[src/rtl/seq_divider32_if.sv]
// seq_divider32_if: divider operand/result bundle
// Signals: start, div_signed, dividend, divisor (requester -> divider);
//          busy, done, quotient, remainder, div_by_zero (divider -> requester).
interface seq_divider32_if #(parameter int WIDTH = 32);
    logic             start;
    logic             div_signed;
    logic [WIDTH-1:0] dividend;
    logic [WIDTH-1:0] divisor;
    logic             busy;
    logic             done;
    logic [WIDTH-1:0] quotient;
    logic [WIDTH-1:0] remainder;
    logic             div_by_zero;
    modport master (
        output start, div_signed, dividend, divisor,
        input  busy, done, quotient, remainder, div_by_zero
    );
    modport slave (
        input  start, div_signed, dividend, divisor,
        output busy, done, quotient, remainder, div_by_zero
    );
endinterface

[src/rtl/seq_divider32.sv]
// seq_divider32: multi-cycle restoring signed/unsigned divider feeding LO (quotient) and HI (remainder)
// Ports: clk (rising edge), clr (async active-low reset), bus (slave side of seq_divider32_if).
module seq_divider32 #(parameter int WIDTH = 32) (
    input logic            clk,
    input logic            clr,
    seq_divider32_if.slave bus
);
    localparam int CW = $clog2(WIDTH);
    typedef enum logic [2:0] {IDLE, PREP, ITER, FIX, DONE} state_t;
    state_t           state, state_nx;
    logic [WIDTH-1:0] dvd, dvs, qr, mb, prem;
    logic             sgn, qneg, rneg;
    logic [CW-1:0]    cnt;
    logic [WIDTH:0]   trial;
    always_ff @(posedge clk or negedge clr)
        if (!clr) state <= IDLE;
        else      state <= state_nx;
    always_comb
        state_nx = state == IDLE ? (bus.start ? PREP : IDLE) :
                   state == PREP ? (dvs == '0 ? DONE : ITER) :
                   state == ITER ? (cnt == CW'(WIDTH-1) ? FIX : ITER) :
                   state == FIX  ? DONE : IDLE;
    always_comb begin
        bus.busy = state != IDLE;
        bus.done = state == DONE;
    end
    // Shifted partial remainder needs WIDTH+1 bits; bit WIDTH of the trial is the borrow.
    // qr starts as the dividend magnitude and fills with quotient bits from the LSB.
    assign trial = {prem, qr[WIDTH-1]} - {1'b0, mb};
    always_ff @(posedge clk or negedge clr)
        if (!clr) begin
            dvd             <= '0;
            dvs             <= '0;
            sgn             <= 1'b0;
            qr              <= '0;
            mb              <= '0;
            prem            <= '0;
            qneg            <= 1'b0;
            rneg            <= 1'b0;
            cnt             <= '0;
            bus.quotient    <= '0;
            bus.remainder   <= '0;
            bus.div_by_zero <= 1'b0;
        end else begin
            case (state)
                IDLE: if (bus.start) begin
                    dvd <= bus.dividend;
                    dvs <= bus.divisor;
                    sgn <= bus.div_signed;
                end
                PREP: if (dvs == '0) begin
                    bus.quotient    <= '1;
                    bus.remainder   <= dvd;
                    bus.div_by_zero <= 1'b1;
                end else begin
                    qr   <= sgn && dvd[WIDTH-1] ? -dvd : dvd;
                    mb   <= sgn && dvs[WIDTH-1] ? -dvs : dvs;
                    qneg <= sgn & (dvd[WIDTH-1] ^ dvs[WIDTH-1]);
                    rneg <= sgn & dvd[WIDTH-1];
                    prem <= '0;
                    cnt  <= '0;
                end
                ITER: begin
                    // On a borrow the shifted value is below the divisor, so its top bit is 0.
                    prem <= trial[WIDTH] ? {prem[WIDTH-2:0], qr[WIDTH-1]} : trial[WIDTH-1:0];
                    qr   <= {qr[WIDTH-2:0], ~trial[WIDTH]};
                    cnt  <= cnt + CW'(1);
                end
                FIX: begin
                    bus.quotient    <= qneg ? -qr : qr;
                    bus.remainder   <= rneg ? -prem : prem;
                    bus.div_by_zero <= 1'b0;
                end
                default: ;
            endcase
        end
endmodule
[src/flat_wrapper.sv]
// flat-port wrapper written by rule: the top's interface ports become plain ports
module seq_divider32_flat 
#(parameter int WIDTH = 32)
  (clk, clr, bus_start, bus_div_signed, bus_dividend, bus_divisor, bus_busy, bus_done, bus_quotient, bus_remainder, bus_div_by_zero);
  seq_divider32_if #(.WIDTH(WIDTH)) bus_i ();
  input logic clk;
  input logic clr;
  input wire logic [$bits(bus_i.start)-1:0] bus_start;
  input wire logic [$bits(bus_i.div_signed)-1:0] bus_div_signed;
  input wire logic [$bits(bus_i.dividend)-1:0] bus_dividend;
  input wire logic [$bits(bus_i.divisor)-1:0] bus_divisor;
  output wire logic [$bits(bus_i.busy)-1:0] bus_busy;
  output wire logic [$bits(bus_i.done)-1:0] bus_done;
  output wire logic [$bits(bus_i.quotient)-1:0] bus_quotient;
  output wire logic [$bits(bus_i.remainder)-1:0] bus_remainder;
  output wire logic [$bits(bus_i.div_by_zero)-1:0] bus_div_by_zero;
  assign bus_i.start = bus_start;
  assign bus_i.div_signed = bus_div_signed;
  assign bus_i.dividend = bus_dividend;
  assign bus_i.divisor = bus_divisor;
  assign bus_busy = bus_i.busy;
  assign bus_done = bus_i.done;
  assign bus_quotient = bus_i.quotient;
  assign bus_remainder = bus_i.remainder;
  assign bus_div_by_zero = bus_i.div_by_zero;
  seq_divider32 #(.WIDTH(WIDTH)) u_core (.clk(clk), .clr(clr), .bus(bus_i));
endmodule
[config.mk]
export PLATFORM = sky130hd
export DESIGN_NAME = seq_divider32_flat
export DESIGN_NICKNAME = d
export VERILOG_FILES = /design/src/rtl/seq_divider32_if.sv /design/src/rtl/seq_divider32.sv /design/src/flat_wrapper.sv
export SDC_FILE = /design/constraint.sdc
export NUM_CORES = 1
export LEC_CHECK = 0
export CAP_MARGIN = 10
export CORE_MARGIN = 4
export CORE_UTILIZATION = 50
export DETAILED_ROUTE_END_ITERATION = 12
export PLACE_DENSITY = 0.71
export RECOVER_POWER = 50
export SLEW_MARGIN = 20
export SYNTH_ARGS = -nofsm -noshare
export SYNTH_HDL_FRONTEND = slang
export SYNTH_SLANG_ARGS = --single-unit
export TNS_END_PERCENT = 100
[constraint.sdc]
create_clock -name clk -period 4.21 [get_ports clk]
set_input_delay 0.6315 -clock clk [delete_from_list [all_inputs] [get_ports clk]]
set_output_delay 0.6315 -clock clk [all_outputs]
set_load 0.05 [all_outputs]
==> Word-level counts from Yosys, hierarchy flattened <==
Index checks and enable logic that the tools add are counted.
{ "word_totals": {"in_bits": 68, "register_bits": 236, "out_inout_bits": 67, "word_cells": 66} }
{ "classes": {"n_eq_ne": 7, "reduce_logical": 11, "bitwise": 5, "muxes": 24, "addsub": 6} }
{ "op_table": {"columns": ["operator", "n"], "rows": [
  ["32-bit two-way mux", 9],
  ["32-bit one-hot mux with 2 select lines", 4],
  ["32-bit negator", 4],
  ["33-bit by 32-bit subtractor with 33-bit output", 1],
  ["32-bit logical NOT", 1],
  ["3-bit two-way mux", 5],
  ["5-bit one-hot mux with 2 select lines", 1],
  ["2-bit AND reduction", 4],
  ["3-bit by 2-bit == test with 1-bit output (second input constant)", 2],
  ["5-bit by 1-bit adder with 5-bit output (second input constant)", 1],
  ["5-bit == test (second input constant)", 1],
  ["5-bit two-way mux", 1],
  ["2-bit != test (second input constant)", 2],
  ["2-bit nonzero test", 2],
  ["3-bit by 1-bit == test with 1-bit output (second input constant)", 1],
  ["3-bit == test (second input constant)", 1],
  ["3-bit logical NOT", 1],
  ["1-bit two-way mux", 3],
  ["3-bit nonzero test", 1],
  ["1-bit bitwise AND", 2],
  ["1-bit logical AND", 2],
  ["1-bit inverter", 2],
  ["1-bit one-hot mux with 2 select lines", 1],
  ["1-bit XOR", 1]
]} }

==> Depth between registers and ports, before layout <==
Gate-level depths: netlist (run 1).
{ "logic_depth": {"depth_word": 5, "mapped_depth": 14} }

==> Worst setup path after synthesis (run 1) <==
OpenSTA, ideal clock, no wires.
{ "synth_path": {"path_type": "register to register", "start": "reg u_core.qr[31]", "end": "reg u_core.prem[0]", "stages_incl_launch_ff": 15, "t_required_ns": 4.088, "period_less_slack_ns": 3.340, "t_arrival_ns": 3.219, "n_path_buf": 1, "slack_ns": 0.870, "path_cell_list": "dfrtp_1 inv_1 ha_1 fa_1 nand2b_1 a21oi_1 o221ai_1 a21oi_1 a41oi_2 a31oi_1 a221o_1 xor2_1 buf_4 nand2_1 a32o_1"} }
{ "synth_between": {"elab_chain_cells": 3} }
{ "synth_rtl": {"columns": ["item", "line", "rtl"], "rows": [
  ["from (decl)", "seq_divider32.sv:11", "logic [WIDTH-1:0] dvd, dvs, qr, mb, prem;"],
  ["from (signal assigned)", "seq_divider32.sv:56", "qr <= sgn && dvd[WIDTH-1] ? -dvd : dvd;"],
  ["from (signal assigned)", "seq_divider32.sv:66", "qr <= {qr[WIDTH-2:0], ~trial[WIDTH]};"],
  ["33-bit by 32-bit subtractor with 33-bit output", "seq_divider32.sv:29", "assign trial = {prem, qr[WIDTH-1]} - {1'b0, mb};"],
  ["32-bit two-way mux (*)", "seq_divider32.sv:65", "prem <= trial[WIDTH] ? {prem[WIDTH-2:0], qr[WIDTH-1]} : trial[WIDTH-1:0];"],
  ["32-bit one-hot mux with 2 select lines (*)", "seq_divider32.sv:45", "case (state)"],
  ["to (signal assigned)", "seq_divider32.sv:65", null],
  ["to (decl)", "seq_divider32.sv:11", null]
]} }
Mark *: on every way between the ends. The rest lies on a longest branch, timed or not.
A chain may end at the register's enable or synchronous reset.

==> Final worst setup path (run 1) <==
Same ends and word-level chain as after synthesis.

==> impl_results.md, run 1 <==
* DIE AREA at 30,000 µm²
* Syn Area/Cell at 9.31 µm²
* Worst reg2reg endpoint: u_core.prem[0]$_DFFE_PN0P_
* Worst hold path type: reg -> reg
* Post-route clock period utilization at 93.3%
* TritonRoute pass-1 iters at 5
* Fmax at 254 MHz
* Net Count, Synth at 1,575
* Crit path max fanout at 20
* CTS buffer count at 28
* Tightest Pin Transition at 2480 ps
* Number of DRC markers in iteration 0 at 930
* WS Path Type: reg -> reg
* Synth unique cells at 71
* Grt ovf at 0
* CTS root buf: clkbuf_16
* Hold Path Cell Cnt at 2
* Longest Clk Path Bufs at 3
* Maximum vdd drop at 0.471 mV
* Min-delay src: u_core.bus.remainder[23]$_DFFE_PN0P_
* Clk slew on worst S/H paths at 60 ps
* Worst r2r path cells at 14
* Port-buffer cells at 134
* NumNets Final at 1,681
* Commonest non-fill, non-tap cells in the layout: dfrtp_1, nand2_1, o21ai_0
* Final setup viols at 0
* Most common cell after layout, fill and taps aside: dfrtp_1
* Largest net degree at the start of global routing at 94
* Clock Sinks at 236
* Hold endpoint: u_core.bus.remainder[23]$_DFFE_PN0P_
* Placer Congestion at 0.895
* Pleak at 6.89 nW
* Global-route wire length before repair at 60,200 µm
* Synth Flop Type: dfrtp_1
* Die X at 173 µm
* Worst Path Arrival at 4340 ps
* Io pins at 135
* Clk_skew at 7.54 ps
* Routed via count at 11,335
* Post-CTS setup buffer count at 0
* Post-Route WL at 37,100 µm
* WL per Instance at 19.2 µm
* Crit path capture type: flop
* Skew-Pair Late Insertion Delay at 540 ps
* Layout cells sized above 1 at 9.78%
* CTS H-Tree Depth at 1
* Worst setup SP type: flop
* Hold Buf Count CTS at 0
* Cells after Synth at 1,468
* Worst r2r src: u_core.qr[31]$_DFFE_PN0P_
* Diode count at 0
* Number of synthesized register bits at 236
* Reg-to-reg setup timing slack at 280 ps
* RSZ-0062 raised after global routing: no
* Max capacitance violation total at 1
* Final hold viol count at 0
* Rel. slew slack at -65.2%
* Outcome: complete, but fails checks
* # rows at 60
* Routed Antenna Nets at 0
* Resized cells post-CTS at 0
* Post-synth EDFFs at 0
* Overall Power at 15.9 mW
* Core area at 27,000 µm²
* Cell Area, Synth at 13,700 µm²
* Sum Neg Setup Slack at 0 ps
* Total track usage at 24.2%
* Vias/cell at 5.85
* Hold WS at 473 ps
* Vert. Die Dim at 173 µm
* Synth warnings at 0
* Critical Path RT at 4620 ps
* CTS tree: done
* Residual DRC count at 0
* Starting Density at 50.7%
* Post-DP HPWL at 27,200 µm
* Violated checks: capacitance limit, slew limit
* Vias in the first global route at 10,946
* P per Cell Area at 976 nW/µm²
* Area Overhead vs Synth at 19.2%
* Post-synth ARST share at 100%
* Initial antenna violation count at 0
* Seq/Total Area, Yosys at 43.2%
* Post-layout min period at 3930 ps
* Final Max Tran Viols at 93
-- critical path, cell delays in order, from the launching register on --
cell      delay [ps]
dfrtp_1          340
inv_1            100
ha_1             230
fa_1             400
nand2b_1         180
a21oi_1          260
o221ai_1         270
a21oi_2          310
a41oi_2          210
a31oi_2          300
a221o_1          320
xor2_4           170
buf_4            340
nand2_1           90
a32o_1           270
-- synthesized netlist by cell type (all sizes together), types with 30 or more instances --
| master | count | share of area (%) |
|---|---|---|
| a21oi | 70 | 2.6 |
| a31oi | 30 | 1.4 |
| xnor2 | 87 | 5.6 |
| dfrtp | 236 | 43 |
| inv | 55 | 1.5 |
| mux2 | 58 | 4.8 |
| clkbuf | 57 | 1.6 |
| o21ai | 180 | 6.6 |
| nor2 | 89 | 2.5 |
| ha | 38 | 3.5 |
| xor2 | 61 | 3.9 |
| nand2 | 195 | 5.4 |
-- flip-flops by register name, indices dropped and copies added (netlist names), 3 cells and up --
signal                cells
u_core.bus.quotient      32
u_core.bus.remainder     32
u_core.cnt                5
u_core.dvd               32
u_core.dvs               32
u_core.mb                32
u_core.prem              32
u_core.qr                32
u_core.state              3
-- how the worst max path moves through the flow --
stage | from | endpoint | slack [ps]
2_1_floorplan | u_core.qr[31]$_DFFE_PN0P_ | u_core.prem[0]$_DFFE_PN0P_ | 870
5_1_grt | u_core.qr[31]$_DFFE_PN0P_ | u_core.prem[5]$_DFFE_PN0P_ | 30
3_5_place_dp | u_core.qr[31]$_DFFE_PN0P_ | u_core.prem[5]$_DFFE_PN0P_ | 140
3_3_place_gp | u_core.qr[31]$_DFFE_PN0P_ | u_core.prem[3]$_DFFE_PN0P_ | 310
4_1_cts | u_core.qr[31]$_DFFE_PN0P_ | u_core.prem[5]$_DFFE_PN0P_ | 130
6_report | u_core.qr[31]$_DFFE_PN0P_ | u_core.prem[0]$_DFFE_PN0P_ | 280
-- power breakdown --
part           switching [mW]  internal [mW]
logic                    5.08           3.54
clock network           0.956           1.62
registers                1.38           3.34
total                    7.41           8.50
-- per-stage QoR --
| stage | instance area (µm²) | setup WS [ps] | utilization [%] | cells |
|---|---|---|---|---|
| 2_1_floorplan | 13700 | 870 | - | 1468 |
| 3_3_place_gp | 15300 | 305 | 56.8 | 1885 |
| 3_5_place_dp | 15300 | 139 | 56.8 | 1885 |
| 4_1_cts | 16300 | 130 | 60.5 | 1936 |
| 5_1_grt | 16300 | 26.5 | 60.5 | 1936 |
| 6_report | 16300 | 280 | 60.5 | 1936 |
-- cell families (layout without fill, tap and decap cells) --
kind of cell / after synthesis / in the layout / share of synthesized area [%]
compound gates: 399 / 399 / 17.9
fa+ha+maj: 39 / 39 / 3.62
xor+xnor: 148 / 148 / 9.48
simple gates: 426 / 426 / 14.8
mux: 85 / 85 / 6.76
flops: 236 / 236 / 43.2
buf+inv: 135 / 262 / 4.27
-- area by class of cell --
class | instances | area, µm²
well taps | 341 | 427
repair buffers | 156 | 1520
clock inverters | 12 | 169
multi-input cells | 1097 | 7230
flip-flops and latches | 236 | 5910
fillers | 2295 | 10700
inverters | 55 | 206
clock buffers | 39 | 833
-- per-layer routing --
layer  GRT usage (%)  wire length [µm]  vias up
met1            34.1             16500     5479
met2            39.5             17300      370
li1                -                 -     5428
met4            5.59               825        0
met5               0                 0        -
met3            3.97              2400       58
(Power assumes the default switching activity.)
==> run 2: changes to the inputs <==
--- a/config.mk
+++ b/config.mk
@@ -5,6 +5,7 @@
 export SDC_FILE = /design/constraint.sdc
 export NUM_CORES = 1
 export LEC_CHECK = 0
+export ABC_CLOCK_PERIOD_IN_PS = 4210
 export CAP_MARGIN = 10
 export CORE_MARGIN = 4
 export CORE_UTILIZATION = 50
==> results of run 2 <==
Final layout, timing and power as in run 1 (identical DEF).
==> run 3: changes to the inputs <==
--- a/config.mk
+++ b/config.mk
@@ -7,11 +7,13 @@
 export LEC_CHECK = 0
 export ABC_CLOCK_PERIOD_IN_PS = 4210
 export CAP_MARGIN = 10
+export CORE_ASPECT_RATIO = 1.2
 export CORE_MARGIN = 4
 export CORE_UTILIZATION = 50
 export DETAILED_ROUTE_END_ITERATION = 12
 export PLACE_DENSITY = 0.71
 export RECOVER_POWER = 50
+export REMOVE_ABC_BUFFERS = 1
 export SLEW_MARGIN = 20
 export SYNTH_ARGS = -nofsm -noshare
 export SYNTH_HDL_FRONTEND = slang
==> run 3 against run 2 <==
The run still ends with capacitance limit, slew limit left. Non-clock buffer count shrank 3. Largest cell class unchanged. First-iteration DRC count shrank 24%. Critical path depth is the same. Sequential power shrank 1%. Clock skew grew 5.6 ps. Via count shrank 2.8%. Final area shrank 0.83%. Routed wire length shrank 10%. Clock power shrank 8.1%.
==> impl_results.md, run 3 (synthesis results as in run 1) <==
* Final setup viols at 0
* P per Cell Area at 954 nW/µm²
* Longest Clk Path Bufs at 3
* Post-CTS setup buffer count at 0
* DIE AREA at 30,100 µm²
* Fmax at 257 MHz
* CTS root buf: clkbuf_16
* Resized cells post-CTS at 0
* Vert. Die Dim at 189 µm
* WL per Instance at 17.3 µm
* Diode count at 0
* CTS H-Tree Depth at 1
* Critical-path cell list: inv_1 -> ha_1 -> fa_1 -> nand2b_1 -> a21oi_1 -> o221ai_1 -> a21oi_1 -> a41oi_2 -> a31oi_1 -> a221o_1 -> xor2_4 -> buf_12 -> mux2i_1 -> o21ai_0
* Placed cell count at 1,881
* Residual DRC count at 0
* Hold Buf Count CTS at 0
* Clk_skew at 13.2 ps
* Port-buffer cells at 134
* RSZ-0062 raised after global routing: no
* Starting Density at 50.6%
* Critical Path RT at 4590 ps
* CP top delay family: compound AO/OA/AOI/OAI gates
* Final Max Tran Viols at 178
* Reg-to-reg setup timing slack at 320 ps
* Final non-filler cell total at 1,925
* NumNets Final at 1,677
* Most common cell after layout, fill and taps aside: dfrtp_1
* Post-DP Area at 15,300 µm²
* Crit path largest cell delay at 390 ps
* CTS buffer count at 27
* Post-route clock period utilization at 92.5%
* Crit path capture type: flop
* Outcome: complete, but fails checks
* Worst hold path type: reg -> reg
* Worst reg2reg endpoint: u_core.prem[12]$_DFFE_PN0P_
* Pleak at 6.82 nW
* # rows at 66
* Core area at 27,000 µm²
* Routed via count at 11,016
* Grt ovf at 0
* Violated checks: capacitance limit, slew limit
* Worst r2r src: u_core.qr[31]$_DFFE_PN0P_
* Tightest Pin Transition at 2700 ps
* Worst r2r path cells at 14
* Placer Congestion at 0.883
* Finished Cell Area at 16,200 µm²
* Final hold viol count at 0
* Worst setup SP type: flop
* Vias/cell at 5.72
* WS Path Type: reg -> reg
* Worst path slowest cell: fa_1
* Area Overhead vs Synth at 18.2%
* Vias in the first global route at 10,918
* Number of DRC markers in iteration 0 at 709
* Buf+Inv Stages, Crit Path at 2
* Sum Neg Setup Slack at 0 ps
* Global-route wire length before repair at 55,500 µm
* Max capacitance violation total at 2
* Critical Path Sink: u_core.prem[12]$_DFFE_PN0P_
* Post-Route WL at 33,300 µm
* Crit path max fanout at 30
* Maximum vdd drop at 0.518 mV
* Die X at 159 µm
* Skew-Pair Late Insertion Delay at 540 ps
* Routed Antenna Nets at 0
* CTS tree: done
* Io pins at 135
* Pre-CTS setup slack at 389 ps
* Post-layout min period at 3890 ps
* Largest net degree at the start of global routing at 105
* Hold Path Cell Cnt at 2
* Initial antenna violation count at 0
* Min-delay src: u_core.bus.remainder[27]$_DFFE_PN0P_
* Clk slew on worst S/H paths at 60 ps
* Rel. slew slack at -80.3%
* Critical Path Start: u_core.qr[31]$_DFFE_PN0P_
* TritonRoute pass-1 iters at 5
* Total stage count of the critical path at 14
* Commonest non-fill, non-tap cells in the layout: dfrtp_1, nand2_1, o21ai_0
* Post-DP HPWL at 24,300 µm
* Final WS setup at 318 ps
* Worst Path Arrival at 4270 ps
* Crit path top cell by count: a21oi_1
* Total track usage at 21.9%
* Layout cells sized above 1 at 8.96%
* Clock Sinks at 236
[run 3: cell type report]
type	count	area (µm²)
inverter	55	206
multi-input combinational	1097	7220
clock buffer	38	777
sequential	236	5910
timing repair buffer	153	1510
fill	2308	10800
tap	340	425
clock inverter	6	115
[run 3: power by group]
| part | switching (mW) | internal, mW |
|---|---|---|
| combinational | 4.84 | 3.56 |
| sequential | 1.31 | 3.34 |
| clock | 0.911 | 1.46 |
[run 3: worst min-delay path, delay by kind of cell (launching register included)]
kind	cells	cell delay, ps
AOI/OAI and AO/OA	1	60
DFF	1	340
and+or+nand+nor	1	50
[run 3: layer usage]
metal  vias up  track usage [%]  wire length [µm]
li1       5418                -                 -
met1      5286             28.2             14400
met2       249             38.6             16500
met3        63             2.59              1480
met4         0             7.21               967
met5         -                0                 0
[run 3: how the worst min path moves through the flow]
stage                                                end  slack (ps)
finish              u_core.bus.remainder[27]$_DFFE_PN0P_         480
global route                   u_core.mb[19]$_DFFE_PN0P_         510
floorplan             u_core.bus.div_by_zero$_DFFE_PN0P_         340
global placement               u_core.mb[23]$_DFFE_PN0P_         470
CTS                  u_core.bus.quotient[27]$_DFFE_PN0P_         160
detailed placement             u_core.mb[29]$_DFFE_PN0P_         470
[run 3: per-stage QoR]
stage	hold slack [ps]	power, mW	utilization (%)
4_1_cts	160	15.5	59.9
3_5_place_dp	473	13.1	56.6
3_3_place_gp	465	12.9	56.6
5_1_grt	508	16.6	59.8
2_1_floorplan	336	10.7	-
6_report	482	15.4	59.8
